--- config.mk ---
export PLATFORM = sky130hd
export DESIGN_NAME = jam_cost_server
export DESIGN_NICKNAME = d
export VERILOG_FILES = /design/src/rtl/jam_pkg.sv /design/src/rtl/jam_sweep_monitor.sv /design/src/rtl/jam_cost_server.sv
export SDC_FILE = /design/constraint.sdc
export NUM_CORES = 1
export LEC_CHECK = 0
export ABC_CLOCK_PERIOD_IN_PS = 3500
export CORE_MARGIN = 4
export CORE_UTILIZATION = 48
export CTS_CLUSTER_SIZE = 12
export DETAILED_ROUTE_END_ITERATION = 12
export SETUP_SLACK_MARGIN = 0.2
export SLEW_MARGIN = 10
export SYNTH_ARGS = -nofsm -noshare
export SYNTH_HDL_FRONTEND = slang
export SYNTH_SLANG_ARGS = --single-unit
--- constraint.sdc ---
create_clock -name CLK -period 3.5 [get_ports CLK]
set_input_delay 0.7 -clock CLK [delete_from_list [all_inputs] [get_ports CLK]]
set_output_delay 0.7 -clock CLK [all_outputs]
set_load 0.01 [all_outputs]
--- src/rtl/jam_pkg.sv ---
// Shared types and constants for the job-assignment cost server.
// Used by jam_cost_server and jam_sweep_monitor.
package jam_pkg;

  localparam int COST_W    = 7;
  localparam int SUM_W     = 10;
  localparam int N_JOBS    = 8;
  localparam int N_ENTRIES = N_JOBS * N_JOBS;

  typedef logic [2:0]        idx_t;
  typedef logic [5:0]        addr_t;
  typedef logic [COST_W-1:0] cost_t;
  typedef logic [SUM_W-1:0]  sum_t;

  typedef enum logic {
    ST_LOAD  = 1'b0,
    ST_SERVE = 1'b1
  } state_t;

  // One-hot job mask used to track which jobs a sweep has already touched.
  function automatic logic [N_JOBS-1:0] onehot(input idx_t i);
    logic [N_JOBS-1:0] m;
    m    = '0;
    m[i] = 1'b1;
    return m;
  endfunction

endpackage

--- src/rtl/jam_sweep_monitor.sv ---
// Sweep monitor: follows W = 0..7 query sweeps, sums the costs and checks
// that the eight job indices were all distinct. Only built when
// JAM_SWEEP_CHECK_EN is defined.
module jam_sweep_monitor
  import jam_pkg::*;
(
  input  logic              CLK,
  input  logic              RST,
  input  logic              i_active,
  input  logic [2:0]        i_w,
  input  logic [2:0]        i_j,
  input  logic [COST_W-1:0] i_cost,
  output logic              o_done,
  output logic [SUM_W-1:0]  o_sum,
  output logic              o_perm_ok
);

  logic              r_busy;
  idx_t              r_expect;
  sum_t              r_acc;
  logic [N_JOBS-1:0] r_used;
  logic              r_flag;
  logic              r_done;
  sum_t              r_sum;
  logic              r_perm_ok;

  logic [N_JOBS-1:0] w_j_mask;
  sum_t              w_acc_add;
  logic              w_flag_add;
  logic              w_hit;

  // Combinational step values for the in-order continuation of a sweep.
  always_comb begin
    w_j_mask   = onehot(i_j);
    w_acc_add  = r_acc + sum_t'(i_cost);
    w_flag_add = r_flag & ~(|(r_used & w_j_mask));
    w_hit      = r_busy && (i_w == r_expect);
  end

  // Sweep tracking: W=0 (re)starts, the expected W advances, anything else aborts.
  always_ff @(posedge CLK) begin
    if (RST) begin
      r_busy    <= 1'b0;
      r_expect  <= '0;
      r_acc     <= '0;
      r_used    <= '0;
      r_flag    <= 1'b0;
      r_done    <= 1'b0;
      r_sum     <= '0;
      r_perm_ok <= 1'b0;
    end else begin
      r_done <= 1'b0;
      if (!i_active) begin
        r_busy <= 1'b0;
      end else if (i_w == 3'd0) begin
        r_busy   <= 1'b1;
        r_acc    <= sum_t'(i_cost);
        r_used   <= w_j_mask;
        r_flag   <= 1'b1;
        r_expect <= 3'd1;
      end else if (w_hit) begin
        r_acc  <= w_acc_add;
        r_used <= r_used | w_j_mask;
        r_flag <= w_flag_add;
        if (r_expect == 3'd7) begin
          // Completed sweep; go idle so a held W=7 cannot retrigger.
          r_busy    <= 1'b0;
          r_done    <= 1'b1;
          r_sum     <= w_acc_add;
          r_perm_ok <= w_flag_add;
        end else begin
          r_expect <= r_expect + 3'd1;
        end
      end else begin
        r_busy <= 1'b0;
      end
    end
  end

  assign o_done    = r_done;
  assign o_sum     = r_sum;
  assign o_perm_ok = r_perm_ok;

endmodule

--- src/rtl/jam_cost_server.sv ---
// Job-assignment cost server: loads an 8x8 cost table through a
// valid/ready stream, then answers (W, J) queries with a registered cost
// one cycle later. Optional sweep monitor enabled by JAM_SWEEP_CHECK_EN.
module jam_cost_server
  import jam_pkg::*;
(
  input  logic              CLK,
  input  logic              RST,
  input  logic              load_valid,
  input  logic [COST_W-1:0] load_data,
  output logic              load_ready,
  input  logic              reload,
  output logic              table_ready,
  input  logic [2:0]        W,
  input  logic [2:0]        J,
  output logic [COST_W-1:0] Cost,
  output logic              sweep_done,
  output logic [SUM_W-1:0]  sweep_cost,
  output logic              sweep_perm_ok
);

  state_t r_state;
  addr_t  r_idx;
  logic   r_load_ready;
  cost_t  r_cost;
  cost_t  r_table [0:N_ENTRIES-1];

  state_t w_state_next;
  addr_t  w_idx_next;
  logic   w_load_ready_next;
  logic   w_accept;
  cost_t  w_cost_next;
  cost_t  w_rd_cost;

  // Row-major table address: worker in the upper bits, job in the lower.
  assign w_rd_cost = r_table[{W, J}];

  // Next-state logic: load 64 entries, then serve until reload.
  always_comb begin
    w_state_next      = r_state;
    w_idx_next        = r_idx;
    w_load_ready_next = r_load_ready;
    w_accept          = 1'b0;
    w_cost_next       = '0;
    case (r_state)
      ST_LOAD: begin
        w_load_ready_next = 1'b1;
        w_accept          = load_valid && r_load_ready;
        if (w_accept) begin
          if (r_idx == addr_t'(N_ENTRIES - 1)) begin
            w_state_next      = ST_SERVE;
            w_idx_next        = '0;
            w_load_ready_next = 1'b0;
          end else begin
            w_idx_next = r_idx + addr_t'(1);
          end
        end
      end
      ST_SERVE: begin
        w_load_ready_next = 1'b0;
        if (reload) begin
          // Reload takes priority: the query this cycle is dropped.
          w_state_next      = ST_LOAD;
          w_idx_next        = '0;
          w_load_ready_next = 1'b1;
        end else begin
          w_cost_next = w_rd_cost;
        end
      end
      default: begin
        w_state_next = ST_LOAD;
        w_idx_next   = '0;
      end
    endcase
  end

  // Control and output registers.
  always_ff @(posedge CLK) begin
    if (RST) begin
      r_state      <= ST_LOAD;
      r_idx        <= '0;
      r_load_ready <= 1'b0;
      r_cost       <= '0;
    end else begin
      r_state      <= w_state_next;
      r_idx        <= w_idx_next;
      r_load_ready <= w_load_ready_next;
      r_cost       <= w_cost_next;
    end
  end

  // Table storage; contents survive reset and are simply overwritten on load.
  always_ff @(posedge CLK) begin
    if (w_accept) begin
      r_table[r_idx] <= load_data;
    end
  end

  assign load_ready  = r_load_ready;
  assign table_ready = (r_state == ST_SERVE);
  assign Cost        = r_cost;

`ifdef JAM_SWEEP_CHECK_EN
  logic w_serve_active;
  assign w_serve_active = (r_state == ST_SERVE) && !reload;

  jam_sweep_monitor u_sweep_monitor (
    .CLK       (CLK),
    .RST       (RST),
    .i_active  (w_serve_active),
    .i_w       (W),
    .i_j       (J),
    .i_cost    (w_rd_cost),
    .o_done    (sweep_done),
    .o_sum     (sweep_cost),
    .o_perm_ok (sweep_perm_ok)
  );
`else
  assign sweep_done    = 1'b0;
  assign sweep_cost    = '0;
  assign sweep_perm_ok = 1'b0;
`endif

endmodule

==> results of run 1 <==
registers in the layout (all words and copies together) (netlist names):
signal and flops:
Cost 7, r_table 448, load_ready 1, r_idx 6, table_ready 1
report_power, final:
part / internal (W) / switching, W / total [W]
Clock: 0.00293 / 0.00202 / 0.00495
Sequential: 0.00608 / 0.00000393 / 0.00609
Combinational: 0.000194 / 0.000311 / 0.000504
Total: 0.00920 / 0.00234 / 0.0115
cells in the mapped netlist (2+ instances only):
library cell / number
buf_6: 8
o22ai_1: 18
or2_2: 2
a32o_1: 3
nor2b_1: 6
edfxtp_1: 448
o21ai_1: 2
buf_4: 15
buf_2: 12
nor3b_1: 2
o21ai_0: 10
dfxtp_1: 15
or3_1: 2
o221ai_1: 2
mux4_2: 101
nand2b_1: 8
nand3_1: 7
a21oi_1: 10
buf_12: 5
o31ai_1: 3
nor2_1: 79
clkbuf_1: 11
a211oi_2: 3
nor3_1: 3
mux4_1: 11
a41o_1: 4
a2111oi_0: 2
nand3b_1: 6
a211oi_1: 5
buf_1: 2
o31a_1: 2
mux2i_1: 26
and4b_1: 2
nand2_1: 29
area by class of cell:
cell class / count / area share, %
multi-input combinational: 372 / 19.49
inverter: 1 / 0.01802
clock buffer: 76 / 6.816
clock inverter: 13 / 0.5765
timing repair buffer: 95 / 4.018
tap: 511 / 3.069
sequential: 463 / 66.01
per-layer routing:
layer,track usage [%],up-vias,wire length (µm)
met5,0,-,9
li1,-,3824,-
met3,3.242,64,2347
met1,31.15,4757,18900
met2,31.63,317,19390
met4,4.922,2,845
cells by family after synthesis:
logic type,Yosys count
flip-flops,463
AND/OR/NAND/NOR,154
multiplexers,138
AO/OA/AOI/OAI,66
buffers and inverters,55
adder cells (fa/ha/maj),1
other,1
XOR/XNOR,1
metrics by stage:
step / total power [W] / utilization [%] / setup slack, ns / hold slack (ns)
6_report: 0.01154 / 55.44 / 0.8192 / 0.4746
3_3_place_gp: 0.006707 / 51.34 / 0.2466 / 0.5347
5_1_grt: 0.01192 / 55.44 / 0.8087 / 0.4898
3_5_place_dp: 0.006713 / 51.34 / 0.2767 / 0.5455
2_1_floorplan: 0.006501 / - / 1.292 / 0.5062
4_1_cts: 0.01163 / 55.44 / 0.8611 / 0.4723
worst max path at each step:
stage,startpoint,end,slack [ns],depth (start not counted)
after CTS,W[0],Cost[2]$_SDFF_PP0_,0.86,6
after floorplan,J[0],Cost[4]$_SDFF_PP0_,1.29,7
after global placement,W[0],Cost[2]$_SDFF_PP0_,0.25,6
final,W[1],Cost[2]$_SDFF_PP0_,0.82,6
after detailed placement,W[0],Cost[2]$_SDFF_PP0_,0.28,6
after global routing,W[1],Cost[2]$_SDFF_PP0_,0.81,6
worst max-delay path, delay by kind of cell:
family	cells	cell delay [ns]
AO/OA/AOI/OAI	3	1.09
buffers and inverters	1	0.71
AND/OR/NAND/NOR	2	0.70
==> metrics.txt, run 1 <==
final setup violation count 0; Synth Area in Simple Gates ~3.9%; Total Wirelength 41.49 mm; Total Nets Final 1000; Synth Area per Inst 20.71 µm²; post-synthesis cell area approximately 18000 µm²; Yosys top cell by area edfxtp_1; Core Area approximately 38000 µm²; minimum clock period 2.681 ns; hold endpoint r_table[43][0]$_DFFE_PP_; Die X slightly above 200 µm; Worst path slowest cell a2111oi_0; most common flop cell mapped by yosys edfxtp_1; largest family of logic cells by synthesized area multiplexers; CP Capture Type flop; number of global-route vias before repair between 9000 and 10000; kind of critical path in2reg; Worst setup SP type input port; largest net degree at the start of global routing 57; Via density roughly 6; H-tree levels 2; TritonRoute pass-1 iters 5; CP Cell Sequence clkdlybuf4s50_1 > and2b_1 > nand2b_1 > o22ai_1 > a2111oi_0 > a41o_1; Top-Level Pins 38; multi-input logic area 4060 µm²; DP HPWL ~27 mm; Post-synth EDFFs between 400 and 500; Setup Total Neg Slack 0 ns; Final Hold Vio Count 0; starting density of the core 48.44%; Async S/R FF share, synth 0%; final global-route overflow total 0; clk sink count ~460; ranking of synthesized cells by area edfxtp_1 (74%), mux4_2 (12%), dfxtp_1 (1.6%); layout cell share with drive strength beyond 1 24.71%; Hold Path Class in2reg; min-delay src load_data[0]; fin. max-slew vios 0; GP Congestion between 0.8 and 0.9; warnings from Yosys 0; Worst Skew roughly 0.018 ns; Clock Latency Late Sink between 0.5 and 0.6 ns; XOR/XNOR Fraction of Synth Area 0.04812%; via count about 9000; global-route wire length before repair 61.82 mm; Worst-Margin Slew approximately 0.84 ns; n_diodes 0; DP Area 19290 µm²; Max Cap Viol 0; row count 71; Critical Path RT 4.00 ns; post_cts resized 0; Die Area just over 40000 µm²; DRC viols 0; Slowest Stage Delay on Critical Path about 0.75 ns; CTS tree done; post-synth cell types 49; most frequent cells in the layout edfxtp_1 (448), mux4_2 (101), nor2_1 (79), buf_4 (64), clkbuf_16 (51); postcts setup bufs 0; post-synthesis compound-gate area fraction approximately 2.5%; Gate Count Post-Synth 879; Leak Pwr about 6.7 nW; dpl cells 1442; port bufs 25; register area share after synthesis 75.56%; die height ~200 µm; pwr/cell area ~550 nW/µm²; Clock transition at path regs 0.06 ns; WL per Instance roughly 27 µm; Final period util 76.59%; mux cell area share after synthesis between 10% and 20%; Layout area overhead 14.46%; Root Driver clkbuf_16; status completed; CP arrival about 3.2 ns; Worst VDD drop about 0.39 mV; Max Clock Freq between 300 and 400 MHz; commonest non-fill, non-tap cell in the layout edfxtp_1; GRT Total Usage ~20%; fill count 2870; antenna violations before repair 1; r2r endpoint r_table[10][6]$_DFFE_PP_; Synth top area share ~74%; Seq cells post-synth around 460; Slew headroom between 40% and 50%; DRT antenna net count 0; Register Area about 14000 µm²; fin cells about 1500; Inserted Clock Buffers 49; Worst Reg-to-Reg Cells 4; Post-CTS Hold Buffers 0; RSZ-0062 raised after global routing false; Synth Area in Adders less than 1%; reg2reg start table_ready$_SDFF_PP0_; Max FO, Critical Path 15; Worst R2R Setup Slack approximately 1.2 ns; CTS max path bufs 3; Hold Path Depth 1; cell area after layout around 21000 µm²; drt initial violations roughly 860
No activity file was read; power rests on OpenSTA's default activity.
==> inputs of run 2 (changes only) <==
--- a/config.mk
+++ b/config.mk
@@ -5,7 +5,7 @@
 export SDC_FILE = /design/constraint.sdc
 export NUM_CORES = 1
 export LEC_CHECK = 0
-export ABC_CLOCK_PERIOD_IN_PS = 3500
+export ABC_CLOCK_PERIOD_IN_PS = 2740
 export CORE_MARGIN = 4
 export CORE_UTILIZATION = 48
 export CTS_CLUSTER_SIZE = 12
==> constraint.sdc (replaced) <==
create_clock -name CLK -period 2.74 [get_ports CLK]
set_input_delay 0.548 -clock CLK [delete_from_list [all_inputs] [get_ports CLK]]
set_output_delay 0.548 -clock CLK [all_outputs]
set_load 0.01 [all_outputs]
==> run 2 against run 1 <==
Compared with the run above: sequential power rose by 28%; combinational power rose by 35%; critical endpoint is now Cost[6]; clock power rose by 14%; setup slack got worse by 0.19 ns; via count rose by 1.6%; hold slack got worse by 0.21 ns; largest power group unchanged; global-route usage rose by 0.36 points; register-to-register slack got worse by 0.38 ns; sequential share of layout area fell by 0.82 points.
==> metrics.txt, run 2 (synthesis results as in run 1) <==
Setup Total Neg Slack 0 ns; Die Area approximately 41000 µm²; Worst VDD drop between 0.4 and 0.5 mV; Die X 202.7 µm; clk sink count around 460; WL per Instance approximately 27 µm; fin util between 50% and 60%; fin. max-slew vios 0; Top-Level Pins 38; postcts setup bufs 0; Worst Reg-to-Reg Cells 3; CP Buf/Inv Count 1; die height just over 200 µm; drt initial violations roughly 760; Core Area between 30000 and 40000 µm²; CP arrival 1.56 ns; port bufs 25; Hold Path Class in2reg; GRT Total Usage between 20% and 30%; Max FO, Critical Path 1; via count 9104; largest net degree at the start of global routing 65; Hold Path Depth 1; minimum clock period 2.107 ns; status completed; kind of critical path reg2out; DRT antenna net count 0; global-route wire length before repair 62.77 mm; crit-path leading delay family buffers and inverters; RSZ-0062 raised after global routing false; Total Nets Final 1055; Final Hold Vio Count 0; final global-route overflow total 0; row count 71; Slew headroom 21.81%; number of global-route vias before repair 9260; max reg flops around 450; CP Capture Type primary output; Worst-Margin Slew approximately 1.2 ns; Max Clock Freq between 400 and 500 MHz; fill count between 2000 and 3000; Via density slightly below 6; DRC viols 0; Clock Latency Late Sink around 0.57 ns; CP Cell Sequence clkdlybuf4s50_1; Clock transition at path regs approximately 0.060 ns; layout cell share with drive strength beyond 1 about 28%; Top reg by flops r_table; CTS max path bufs 3; n_diodes 0; starting density of the core approximately half; Total Wirelength about 42 mm; Critical Path RT 2.19 ns; Final period util between 70% and 80%; Crit path depth 1; H-tree levels 2; Inserted Clock Buffers between 40 and 50; DP HPWL roughly 27 mm; antenna violations before repair 1; Worst path slowest cell clkdlybuf4s50_1; Slowest Stage Delay on Critical Path between 0.5 and 0.6 ns; Worst setup SP type flop; Max Cap Viol 0; CTS tree done; final setup violation count 0; most frequent cells in the layout edfxtp_1 (448), buf_4 (117), mux4_2 (101), nor2_1 (79), clkbuf_16 (48); Layout area overhead 15.90%; pwr/cell area between 600 and 700 nW/µm²; Post-CTS Hold Buffers 0; commonest non-fill, non-tap cell in the layout edfxtp_1; Root Driver clkbuf_16; Worst R2R Setup Slack approximately 0.8 ns; GP Congestion 0.8944; Worst Skew 0.01856 ns; Leak Pwr ~7 nW; post_cts resized 0; TritonRoute pass-1 iters 7
run 2: final timing paths:
check,start,endpoint
setup reg to reg,r_idx[4]$_SDFFE_PP0P_,r_table[21][3]$_DFFE_PP_
setup / recovery,Cost[6]$_SDFF_PP0_,Cost[6]
hold / removal,load_data[5],r_table[44][5]$_DFFE_PP_
hold reg to reg,r_idx[1]$_SDFFE_PP0P_,r_idx[1]$_SDFFE_PP0P_
run 2: final cells by class:
cell class	count	area (µm²)	share of cell area, %
Sequential cell	463	13750	65.19
Tap cell	511	639.4	3.031
Multi-Input combinational cell	372	4060	19.25
Inverter	1	3.754	0.01779
Clock buffer	62	1254	5.943
Clock inverter	12	71.32	0.3381
Timing Repair Buffer	152	1315	6.233
run 2: where the power goes:
part | total, W | leakage (nW) | internal [W] | switching, W
Clock | 0.00566 | 0.643 | 0.00318 | 0.00248
Combinational | 0.000678 | 2.11 | 0.000274 | 0.000404
Sequential | 0.00777 | 4.15 | 0.00777 | 0.00000472
Total | 0.0141 | 6.90 | 0.0112 | 0.00289
run 2: metal layers:
layer | vias up | share of wire, % | GRT usage (%)
li1 | 3919 | - | -
met1 | 4835 | 44 | 31.26
met2 | 292 | 48 | 32.57
met3 | 56 | 5.3 | 3.178
met4 | 2 | 1.9 | 5.432
met5 | - | 0.024 | 0
run 2: metrics by stage:
step	cell area, µm²	hold slack, ns	setup slack (ns)	total power [W]	instances
after floorplan	18240	0.5062	0.6843	0.008304	890
after global placement	19770	0.5387	0.06583	0.008601	1499
after detailed placement	19770	0.5463	0.06551	0.008606	1499
after CTS	21100	0.2201	0.5878	0.01426	1573
after global routing	21100	0.2555	0.5542	0.01460	1573
final	21100	0.2629	0.6332	0.01412	1573
